==> src/rtl/sub_halt_ctrl.sv <==
// Main-CPU side of the sub-CPU halt handshake: decodes $FD05, drives SHALTn,
// grants shared RAM once the sub CPU acknowledges, and owns BUSY / cancel-IRQ.
module sub_halt_ctrl #(
  parameter int unsigned SYNC_STAGES = 2,
  parameter int unsigned HALT_TMO    = 4096,
  parameter logic        EXTDET      = 1'b1
) (
  input  logic       i_clk,
  input  logic       i_rst_n,
  input  logic       i_mstb,
  input  logic       i_mrwb,
  input  logic [7:0] i_mdata,
  output logic [7:0] o_mdata,
  output logic       o_shalt_n,
  input  logic       i_shaltst_n,
  output logic       o_mshramen,
  input  logic       i_sbusyset,
  input  logic       i_sbusyclr,
  output logic       o_scancel_n,
  input  logic       i_scanack
);

  localparam int            CW      = (HALT_TMO < 1) ? 1 : $clog2(HALT_TMO + 1);
  localparam logic [CW-1:0] TMO_VAL = CW'(HALT_TMO);
  localparam logic          TMO_EN  = (HALT_TMO != 0);

  typedef enum logic [1:0] {
    ST_RUN,
    ST_HALT_REQ,
    ST_HALTED,
    ST_RELEASE
  } state_t;

  state_t                 r_state;
  logic [SYNC_STAGES-1:0] r_sync;
  logic                   r_shalt_n;
  logic                   r_mshramen;
  logic                   r_pending;
  logic                   r_ack_low;
  logic [CW-1:0]          r_tmo_cnt;
  logic                   r_htmo;
  logic                   r_busy;
  logic                   r_cancel;

  logic w_hst;
  logic w_wr;
  logic w_halt_wr;
  logic w_rel_wr;
  logic w_in_req;
  logic w_ack_done;
  logic w_leave_req;
  logic w_tmo_hit;
  logic w_halted;
  logic w_unused_mdata;

  assign w_hst          = r_sync[SYNC_STAGES-1];
  assign w_wr           = i_mstb & ~i_mrwb;
  assign w_halt_wr      = w_wr & i_mdata[7];
  assign w_rel_wr       = w_wr & ~i_mdata[7];
  assign w_in_req       = (r_state == ST_HALT_REQ);
  assign w_ack_done     = r_ack_low & ~w_hst;
  assign w_leave_req    = w_in_req & (w_rel_wr | w_ack_done);
  assign w_tmo_hit      = TMO_EN & w_in_req & (r_tmo_cnt == TMO_VAL - CW'(1));
  assign w_halted       = (r_state == ST_HALTED);
  assign w_unused_mdata = ^i_mdata[5:0];

  // SHALTSTn is asynchronous to the main clock; every decision uses only w_hst.
  always_ff @(posedge i_clk or negedge i_rst_n) begin
    if (!i_rst_n) begin
      r_sync <= '1;
    end else begin
      r_sync <= {r_sync[SYNC_STAGES-2:0], i_shaltst_n};
    end
  end

  // Outputs are registered from the next state so the grant drops on the same edge a release is taken.
  always_ff @(posedge i_clk or negedge i_rst_n) begin
    if (!i_rst_n) begin
      r_state    <= ST_RUN;
      r_shalt_n  <= 1'b1;
      r_mshramen <= 1'b0;
      r_pending  <= 1'b0;
      r_ack_low  <= 1'b0;
    end else begin
      r_ack_low <= 1'b0;
      case (r_state)
        ST_RUN: begin
          if (w_halt_wr || r_pending) begin
            r_state   <= ST_HALT_REQ;
            r_shalt_n <= 1'b0;
            r_pending <= 1'b0;
          end
        end
        ST_HALT_REQ: begin
          if (w_rel_wr) begin
            r_state   <= ST_RELEASE;
            r_shalt_n <= 1'b1;
          end else if (w_ack_done) begin
            r_state    <= ST_HALTED;
            r_mshramen <= 1'b1;
          end else begin
            r_ack_low <= ~w_hst;
          end
        end
        ST_HALTED: begin
          if (w_rel_wr) begin
            r_state    <= ST_RELEASE;
            r_shalt_n  <= 1'b1;
            r_mshramen <= 1'b0;
          end else if (w_hst) begin
            r_state    <= ST_HALT_REQ;
            r_mshramen <= 1'b0;
          end
        end
        ST_RELEASE: begin
          if (w_halt_wr) begin
            r_pending <= 1'b1;
          end else if (w_rel_wr) begin
            r_pending <= 1'b0;
          end
          if (w_hst) begin
            r_state <= ST_RUN;
          end
        end
        default: begin
          r_state    <= ST_RUN;
          r_shalt_n  <= 1'b1;
          r_mshramen <= 1'b0;
        end
      endcase
    end
  end

  // Counts cycles spent requesting; saturates so HTMO fires exactly once per request.
  always_ff @(posedge i_clk or negedge i_rst_n) begin
    if (!i_rst_n) begin
      r_tmo_cnt <= '0;
    end else if (!w_in_req || w_leave_req) begin
      r_tmo_cnt <= '0;
    end else if (TMO_EN && (r_tmo_cnt != TMO_VAL)) begin
      r_tmo_cnt <= r_tmo_cnt + CW'(1);
    end
  end

  always_ff @(posedge i_clk or negedge i_rst_n) begin
    if (!i_rst_n) begin
      r_htmo   <= 1'b0;
      r_busy   <= 1'b1;
      r_cancel <= 1'b0;
    end else begin
      if (w_wr) begin
        r_htmo <= 1'b0;
      end else if (w_tmo_hit) begin
        r_htmo <= 1'b1;
      end
      if (i_sbusyset) begin
        r_busy <= 1'b1;
      end else if (i_sbusyclr) begin
        r_busy <= 1'b0;
      end
      if (w_wr && i_mdata[6]) begin
        r_cancel <= 1'b1;
      end else if (i_scanack) begin
        r_cancel <= 1'b0;
      end
    end
  end

  assign o_mdata     = (i_mstb & i_mrwb) ? {r_busy, r_htmo, 4'hF, w_halted, EXTDET} : 8'hFF;
  assign o_shalt_n   = r_shalt_n;
  assign o_mshramen  = r_mshramen;
  assign o_scancel_n = ~r_cancel;

endmodule

==> config.mk <==
export PLATFORM = sky130hd
export DESIGN_NAME = sub_halt_ctrl
export DESIGN_NICKNAME = d
export VERILOG_FILES = /design/src/rtl/sub_halt_ctrl.sv
export SDC_FILE = /design/constraint.sdc
export NUM_CORES = 1
export LEC_CHECK = 0
export BUFFER_PORTS_ARGS = -buffer_cell sky130_fd_sc_hd__buf_4
export CAP_MARGIN = 40
export CORE_UTILIZATION = 47
export CTS_CLUSTER_SIZE = 30
export DETAILED_ROUTE_END_ITERATION = 6
export PLACE_DENSITY = 0.71
export SYNTH_ARGS = -nofsm -noshare
export SYNTH_HDL_FRONTEND = slang
export SYNTH_SLANG_ARGS = --single-unit
export TNS_END_PERCENT = 50
==> constraint.sdc <==
create_clock -name i_clk -period 1.7 [get_ports i_clk]
set_input_delay 0.085 -clock i_clk [delete_from_list [all_inputs] [get_ports i_clk]]
set_output_delay 0.085 -clock i_clk [all_outputs]
set_load 0.03 [all_outputs]
* Word-level counts from Yosys, hierarchy flattened
Index checks and enable logic that the tools add are counted.
Word-level totals: bits of input ports 16, word-level logic and storage cells 83, bits in registers 24, output and inout bits 11
Operators by class: multiplexer cells 30, reductions and logical operators 17, equality and inequality tests 13, $add $sub $neg 1, bitwise logic cells 12
Operators by type and width (number):
- two-way mux 13 bit | 2
- two-way mux 1 bit | 17
- nonzero test 2 bit | 7
- adder 13 x 1 -> 13 bit, second input constant | 1
- equality test 13 x 12 -> 1 bit, second input constant | 1
- != test 13 bit, second input constant | 1
- two-way mux 2 bit | 6
- two-way mux 8 bit | 1
- case mux 2 bit (4 select lines) | 1
- AND reduction 4 bit | 2
- AND 1 bit | 7
- != test 2 bit, second input constant | 3
- != test 3 bit, second input constant | 2
- case mux 1 bit (2 select lines) | 3
- AND reduction 3 bit | 2
- equality test 2 bit, second input constant | 2
- != test 2 x 1 -> 1 bit, second input constant | 2
- inverter 1 bit | 4
- != test 3 x 2 -> 1 bit, second input constant | 1
- equality test 2 x 1 -> 1 bit, second input constant | 1
- logical NOT 2 bit | 1
- logical OR 1 bit | 2
- OR reduction 2 bit | 1
- logical AND 1 bit | 1
- other kinds (2) | 2

* Longest topological paths before layout
Gate-level depths: netlist of the first run.
word-level depth 7, gate-level depth with buffers 6, mapped depth without buffers 6

* Worst setup path before layout of the first run
OpenSTA, ideal clock, no wires.
path type register to register, start point reg r_state[1], end point reg r_tmo_cnt[0], arrival 1.499 ns, slack 0.129 ns, path buffers 1, setup time 0.072 ns, data required time 1.628 ns, cell stages (with the launch flop) 7, period minus slack after synthesis 1.571 ns, cells stage by stage dfrtp_1 > inv_1 > ha_1 > inv_1 > or3_1 > clkbuf_1 > nor2_1
On the way: longest elaborated chain between the ends 4, elaborated cells between the ends (all ways) 6, classes of those cells eq/ne: 1; mux: 1; bitwise: 1; reduce/logical: 3
RTL lines:
- start, declared | line 34 | state_t r_state;
- start signal, assigned | line 79 | r_state <= ST_RUN;
- start signal, assigned | line 89 | r_state <= ST_HALT_REQ;
- start signal, assigned | line 96 | r_state <= ST_RELEASE;
- equality test 2 x 1 -> 1 bit * | line 60 | assign w_in_req = (r_state == ST_HALT_REQ);
- AND 1 bit / logical NOT 1 bit (equally long branches) | line 62, 138
- logical OR 1 bit * | line 138 | end else if (!w_in_req || w_leave_req) begin
- two-way mux 13 bit / nonzero test 2 bit (equally long branches)
- end signal, assigned | line 141 | r_tmo_cnt <= r_tmo_cnt + CW'(1);
- end, declared | line 40 | logic [CW-1:0] r_tmo_cnt;
Mark *: on every way between the ends. The rest lies on a longest branch, timed or not. A chain may end at the register's enable or synchronous reset.

* Worst setup path after layout of the first run
start point reg r_state[1], end point reg r_state[0]
On the way: longest elaborated chain between the ends 3, elaborated cells between the ends (all ways) 10, classes of those cells eq/ne: 7; mux: 1; reduce/logical: 2
RTL lines:
- equality test 2 x 1 -> 1 bit, or another cell as far along | line 86 | case (r_state)
- != test 3 x 2 -> 1 bit (no line), or another cell as far along
- AND reduction 4 bit (no line)
Parallel ways exist; a longest one is shown, timed or not.

==> qor.txt, run 1 <==
Nets -> 188
Worst Hold End -> r_ack_low$_DFF_PN0_
Post CTS Setup Buffer Count -> 0
Area share of fa/ha/maj cells after synthesis -> 0.06500
GP Congestion -> 0.8136
Vias in the first global route -> 1070
Worst Hold Class -> input port to flip-flop
Critical Path Max Stage Delay -> 0.50 ns
GRT overflow -> 0
Reg2Reg Launch Point -> r_state[1]$_DFFE_PN0P_
Worst EP required -> 1.93 ns
EDFF count, synth -> 0
# diodes -> 0
Crit-path max FO -> 5
Max Slew Vio Count -> 0
Die width -> 55.55 um
Fillers -> 247
GRT Util Overall -> 0.1822
Drt wl/cell -> 13.14 um
Fin Setup TNS -> 0 ns
CP Cell Sequence -> ha_2 > nor2_1 > a211oi_1 > or4_1 > o21ai_0
YS warnings -> 0
Setup CP Type -> flip-flop to flip-flop
First-pass GRT wire length -> 4464 um
# DRC -> 0
Synth area leaders -> dfrtp_1 37%, dfstp_2 7.8%, ha_1 6.5%
Commonest cells post-synth -> 20 x dfrtp_1, 17 x nor2_1, 8 x inv_1, 8 x nand2_1, 7 x ha_1
CTS buffer count -> 3
Status -> finished, final reports clean
Main synth FF type -> dfrtp_1
R2R setup slack -> 0.08 ns
Port bufs -> 15
Cell count after synthesis -> 138
VDD IR max -> 792.7 uV
CTS root buffer -> clkbuf_4
Area growth syn-to-layout -> 20.52%
CTS Buffer Depth -> 2
XOR/XNOR share of the synthesized area -> 0.05850
Util after Layout -> 0.5941
Yosys top cell area share -> 0.3714
Drt first pass iters -> 4
Synth Area in Simple Gates -> 0.2303
Die footprint -> 3085 um^2
Final setup viols -> 0
Die Y-Extent -> 55.55 um
Multi-input gate area -> 690.7 um^2
Complex-gate fraction of the synthesized area -> 0.1151
PD cells -> 1182 nW/um^2
Seq/Total Area, Yosys -> 0.4494
Largest family of logic cells by synthesized area -> simple AND/OR/NAND/NOR gates
H-Tree Level Count -> 1
Most common cell in the synthesized netlist -> dfrtp_1
I/O pin cnt -> 27
Initial antenna violation count -> 0
Slowest-stage cell, CP -> or4_1
Clock sink count -> 24
Initial DRC count -> 35
Mapped Area -> 1348 um^2
Fin. Hold Viols -> 0
Worst Min Path Start -> i_mrwb
Mux share of post-synthesis cell area -> 0.02228
Worst reg2reg path depth -> 5
Final ANT Viol Nets -> 0
Synth Register Bits -> 24
Post-DP HPWL -> 1855 um
RR Endpoint -> r_state[0]$_DFFE_PN0P_
Clk slew on worst S/H paths -> 0.13 ns
Via count -> 1085
Max Cap Viol -> 0
Crit share post-route -> 0.9527
CTS tree -> done
Drt via density -> 5.564
Synth unique cells -> 41
CORE AREA -> 2734 um^2
Syn Area/Cell -> 9.765 um^2
Hold path depth -> 3
Synth area leader -> dfrtp_1
Ys async rst share -> 1.000
Storage cell area -> 606.8 um^2
Arr. time, crit path -> 1.85 ns
Type of origin of the critical path -> flip-flop
Layout cell share with drive strength beyond 1 -> 0.2378
Fin crit period -> 1.620 ns
Fmax -> 617.4 MHz
P_leak -> 0.7044 nW
Clock Latency Late Sink -> 0.31 ns
Initial Util -> 0.4929
Pin count of the biggest net entering global routing -> 25
Row count -> 19
Hold WS -> 0.1725 ns
Setup Skew -> 0.008008 ns
Critical Path End Type -> flip-flop
Unrepaired setup endpoints after global routing -> false
Final Routed Wirelength -> 2562 um
## logic make-up after synthesis
group | after synthesis
buffers and inverters | 15
other | 1
AOI/OAI and AO/OA | 22
xor gates and xnor gates | 9
DFF | 24
and+or+nand+nor | 57
adders and majority gates | 7
muxes | 3
## final cells by class
class / count / share of cell area
Tap cell: 31 / 0.02388
Sequential cell: 24 / 0.3737
Inverter: 8 / 0.01849
Multi-Input combinational cell: 103 / 0.4253
Clock inverter: 1 / 0.01849
Timing Repair Buffer: 25 / 0.1263
Clock buffer: 3 / 0.01387
## flip-flops by register name (all words and copies together) (netlist names)
name        flops
r_tmo_cnt      13
r_state         2
r_sync          2
o_mshramen      1
o_shalt_n       1
r_ack_low       1
r_busy          1
r_cancel        1
r_htmo          1
r_pending       1
## how the worst max path moves through the flow
stage	from	endpoint	slack, ns	depth (start not counted)
after CTS	r_state[0]$_DFFE_PN0P_	r_state[0]$_DFFE_PN0P_	0.006	6
after detailed placement	r_state[0]$_DFFE_PN0P_	r_state[0]$_DFFE_PN0P_	0.04	6
after global placement	r_state[0]$_DFFE_PN0P_	r_state[0]$_DFFE_PN0P_	0.12	6
after global routing	r_state[0]$_DFFE_PN0P_	r_state[0]$_DFFE_PN0P_	0.01	6
final	r_state[1]$_DFFE_PN0P_	r_state[0]$_DFFE_PN0P_	0.08	5
after floorplan	r_state[1]$_DFFE_PN0P_	r_tmo_cnt[0]$_DFFE_PN0P_	0.13	6
## cell usage in the layout, fill, tap and decap left out, drive strengths merged, types with 2 or more instances in the layout
cell	instances
dlygate4sd3	7
clkbuf	3
nor2	17
ha	7
and3	3
a31oi	2
nor4b	2
xor2	5
a21oi	5
dfstp	4
nand3	5
o21ai	5
mux2i	3
nand4	3
dfrtp	20
nand2b	2
buf	18
nand2	8
conb	5
or2	3
xnor2	4
or3	2
nor2b	2
inv	8
nand3b	2
nor4	3
## metal layers
| layer | GRT usage | routed length [um] |
|---|---|---|
| met1 | 0.2094 | 1136 |
| met2 | 0.3236 | 1295 |
| met3 | 0.02342 | 59 |
| met4 | 0.1036 | 72 |
| met5 | 0 | 0 |
## worst max-delay path: cells and delay by family (launching register included)
family | cells | cell delay, ns
AND/OR/NAND/NOR | 2 | 0.64
AO/OA/AOI/OAI | 2 | 0.21
adder cells (fa/ha/maj) | 1 | 0.22
flip-flops | 1 | 0.47
## per-stage QoR
step           worst slack [ns]  cells  cell area (um^2)  power [W]
2_1_floorplan            0.1289    142              1363   0.001252
3_3_place_gp             0.1151    184              1490   0.001420
3_5_place_dp            0.03668    184              1490   0.001467
4_1_cts                0.006449    195              1613   0.001900
5_1_grt                0.009867    195              1624   0.002042
6_report                0.08033    195              1624   0.001920
## where the power goes
group,internal [W],switching (W),leakage [nW]
clock network,0.000238,0.000171,0.0279
logic,0.000342,0.000426,0.366
registers,0.000659,0.0000837,0.311
total,0.00124,0.000681,0.704
## what timing repair did
action,in CTS,in global routing
resized for setup,0,7
endpoints found under the hold margin,28,0
hold buffers,7,0
endpoints found under the setup margin,0,16
(Power assumes the default switching activity.)
==> inputs of run 2 (changes only) <==
--- a/config.mk
+++ b/config.mk
@@ -5,7 +5,7 @@
 export SDC_FILE = /design/constraint.sdc
 export NUM_CORES = 1
 export LEC_CHECK = 0
-export BUFFER_PORTS_ARGS = -buffer_cell sky130_fd_sc_hd__buf_4
+export BUFFER_PORTS_ARGS = -buffer_cell sky130_fd_sc_hd__buf_2
 export CAP_MARGIN = 40
 export CORE_UTILIZATION = 47
 export CTS_CLUSTER_SIZE = 30
==> run 2 against run 1 <==
Flip-flop and latch count stayed put. Combinational power increased by 5.5%. The run now ends with setup timing left. Critical endpoint unchanged. Register-to-register slack worse by 0.08 ns.
==> qor.txt, run 2 (synthesis gave the netlist of run 1 again) <==
Status -> finished, violations left
Failing checks -> setup timing
GRT Util Overall -> 0.1787 (-0.003495)
Drt via density -> 5.571 (+0.13%)
P_leak -> 0.6921 nW (-1.7%)
Setup WS pre-CTS -> -0.02450 ns (-0.06119 ns)
Setup CP Type -> flip-flop to flip-flop
Drt wl/cell -> 13.30 um (+1.2%)
Vias in the first global route -> 1043 (-2.5%)
Via count -> 1092 (+0.65%)
Critical Path Max Stage Delay -> 0.51 ns (about the same)
Worst reg2reg path depth -> 6 (+1)
Initial DRC count -> 24 (-31%)
Worst Hold Class -> input port to flip-flop
Initial Util -> 0.4929 (unchanged)
Arr. time, crit path -> 1.96 ns (+0.11 ns)
Worst Hold End -> r_ack_low$_DFF_PN0_
R2R setup slack -> -0.003 ns (-0.08 ns)
First-pass GRT wire length -> 4381 um (-1.9%)
Final worst setup slack -> -0.003314 ns (-0.08364 ns)
GP Congestion -> 0.7793 (-4.2%)
Initial antenna violation count -> 0 (unchanged)
Top flop regs -> r_tmo_cnt: 13 flops, r_state: 2 flops, r_sync: 2 flops
Largest Register -> r_tmo_cnt
Tightest Pin Transition -> 0.5117 ns
Layout cell share with drive strength beyond 1 -> 0.2485 (+0.01068)
CORE AREA -> 2734 um^2 (unchanged)
Fin Setup TNS -> -0.003314 ns (-0.003314 ns)
Die footprint -> 3085 um^2 (unchanged)
Critical Path End Type -> flip-flop
Hold path depth -> 3 (unchanged)
RR Endpoint -> r_state[0]$_DFFE_PN0P_
Slew margin rel. -> 0.6588
Max Slew Vio Count -> 0 (unchanged)
Crit share post-route -> 1.002 (+0.04920)
Hold WS -> 0.1923 ns (+0.01978 ns)
CTS Buffer Depth -> 2 (unchanged)
Final ANT Viol Nets -> 0 (unchanged)
Reg2Reg Launch Point -> r_state[1]$_DFFE_PN0P_
Pin count of the biggest net entering global routing -> 25 (unchanged)
CTS tree -> done
CP Buf/Inv Count -> 1 (+1)
Setup Skew -> 0.001362 ns (-0.006645 ns)
Row count -> 19 (unchanged)
CP Cell Sequence -> buf_4 > ha_2 > nor2_2 > a211oi_2 > or4_1 > o21ai_0
Type of origin of the critical path -> flip-flop
Final setup viols -> 1 (+1)
GRT overflow -> 0 (unchanged)
Crit-path max FO -> 4 (-1)
Area growth syn-to-layout -> 17.83%
Clk slew on worst S/H paths -> 0.14 ns (about the same)
VDD IR max -> 983.2 uV (+24%)
Final Routed Wirelength -> 2606 um (+1.7%)
Slowest-stage cell, CP -> or4_1
Fin crit period -> 1.703 ns (+0.08364 ns)
Max Cap Viol -> 0 (unchanged)
Most frequent cells in the layout -> 20 x dfrtp_1, 15 x nor2_1, 15 x buf_2
Die width -> 55.55 um (unchanged)
Post-DP HPWL -> 1833 um (-1.2%)
Post-route cell area -> 1588 um^2 (-2.2%)
Clock sink count -> 24 (unchanged)
CTS root buffer -> clkbuf_4
Die Y-Extent -> 55.55 um (unchanged)
Port bufs -> 15 (unchanged)
Most common cell after layout, fill and taps aside -> dfrtp_1
Nets -> 189 (+0.53%)
Worst Min Path Start -> i_mrwb
CTS buffer count -> 3 (unchanged)
Drt first pass iters -> 4 (unchanged)
Fmax -> 587.1 MHz (-4.9%)
I/O pin cnt -> 27 (unchanged)
# DRC -> 0 (unchanged)
Fin. Hold Viols -> 0 (unchanged)
Max reg flops -> 13 (unchanged)
Clock Latency Late Sink -> 0.32 ns (about the same)
Worst EP required -> 1.95 ns (+0.02 ns)
PD cells -> 1172 nW/um^2 (-0.88%)
Dpl cell area -> 1453 um^2 (-2.5%)
Family with the most delay on the worst path -> simple AND/OR/NAND/NOR gates
H-Tree Level Count -> 1 (unchanged)
Unrepaired setup endpoints after global routing -> true
# diodes -> 0 (unchanged)
## run 2: cell count changes in the layout (fill, tap and decap cells not counted), sizes merged
cell / previous run / this run
bufinv: 1 / 0
clkbuf: 3 / 4
buf: 18 / 19
## run 2: how the worst max path moves through the flow
stage,endpoint,cells after the start,from,slack [ns]
floorplan,r_tmo_cnt[0]$_DFFE_PN0P_,6,r_state[1]$_DFFE_PN0P_,0.13
global placement,r_state[0]$_DFFE_PN0P_,6,r_state[0]$_DFFE_PN0P_,0.12
detailed placement,r_state[0]$_DFFE_PN0P_,6,r_state[0]$_DFFE_PN0P_,-0.02
CTS,r_state[0]$_DFFE_PN0P_,6,r_state[1]$_DFFE_PN0P_,0.01
global route,o_mdata[1],4,r_state[1]$_DFFE_PN0P_,-0.02
finish,r_state[0]$_DFFE_PN0P_,6,r_state[1]$_DFFE_PN0P_,-0.003
## run 2: repair_timing
action,in CTS,in global routing
buffers inserted,0,1
hold buffers,7,0
endpoints found under the setup margin,2,16
endpoints found under the hold margin,24,0
resized for setup,3,6
## run 2: final cells by class
cell class                      instances  area, um^2
Timing Repair Buffer                   26       175.2
Multi-Input combinational cell        103       701.9
Tap cell                               31       38.79
Fill cell                             241        1146
Inverter                                8       30.03
Clock buffer                            4       36.28
Sequential cell                        24       605.6
## run 2: power breakdown
part	internal [W]	switching, W
logic	0.000348	0.000461
clock network	0.000131	0.000182
registers	0.000657	0.0000817
total	0.00114	0.000725
## run 2: per-layer routing
metal  wire [um]  part of all wire  global-route usage
met5           0                 0                   0
met4          42             0.016             0.05714
met3          96             0.037             0.04918
met2        1296              0.50              0.3115
met1        1169              0.45              0.2124
## run 2: per-stage QoR
| step | utilization | instances | power (W) |
|---|---|---|---|
| after global placement | 0.5314 | 184 | 0.001400 |
| after global routing | 0.5808 | 196 | 0.001964 |
| after CTS | 0.5725 | 195 | 0.001799 |
| after floorplan | - | 142 | 0.001252 |
| after detailed placement | 0.5314 | 184 | 0.001447 |
| final | 0.5808 | 196 | 0.001861 |
## run 2: worst min-delay path: cells and delay by family
kind,cells,cell delay [ns]
and+or+nand+nor,2,0.24
buffers and inverters,1,0.13
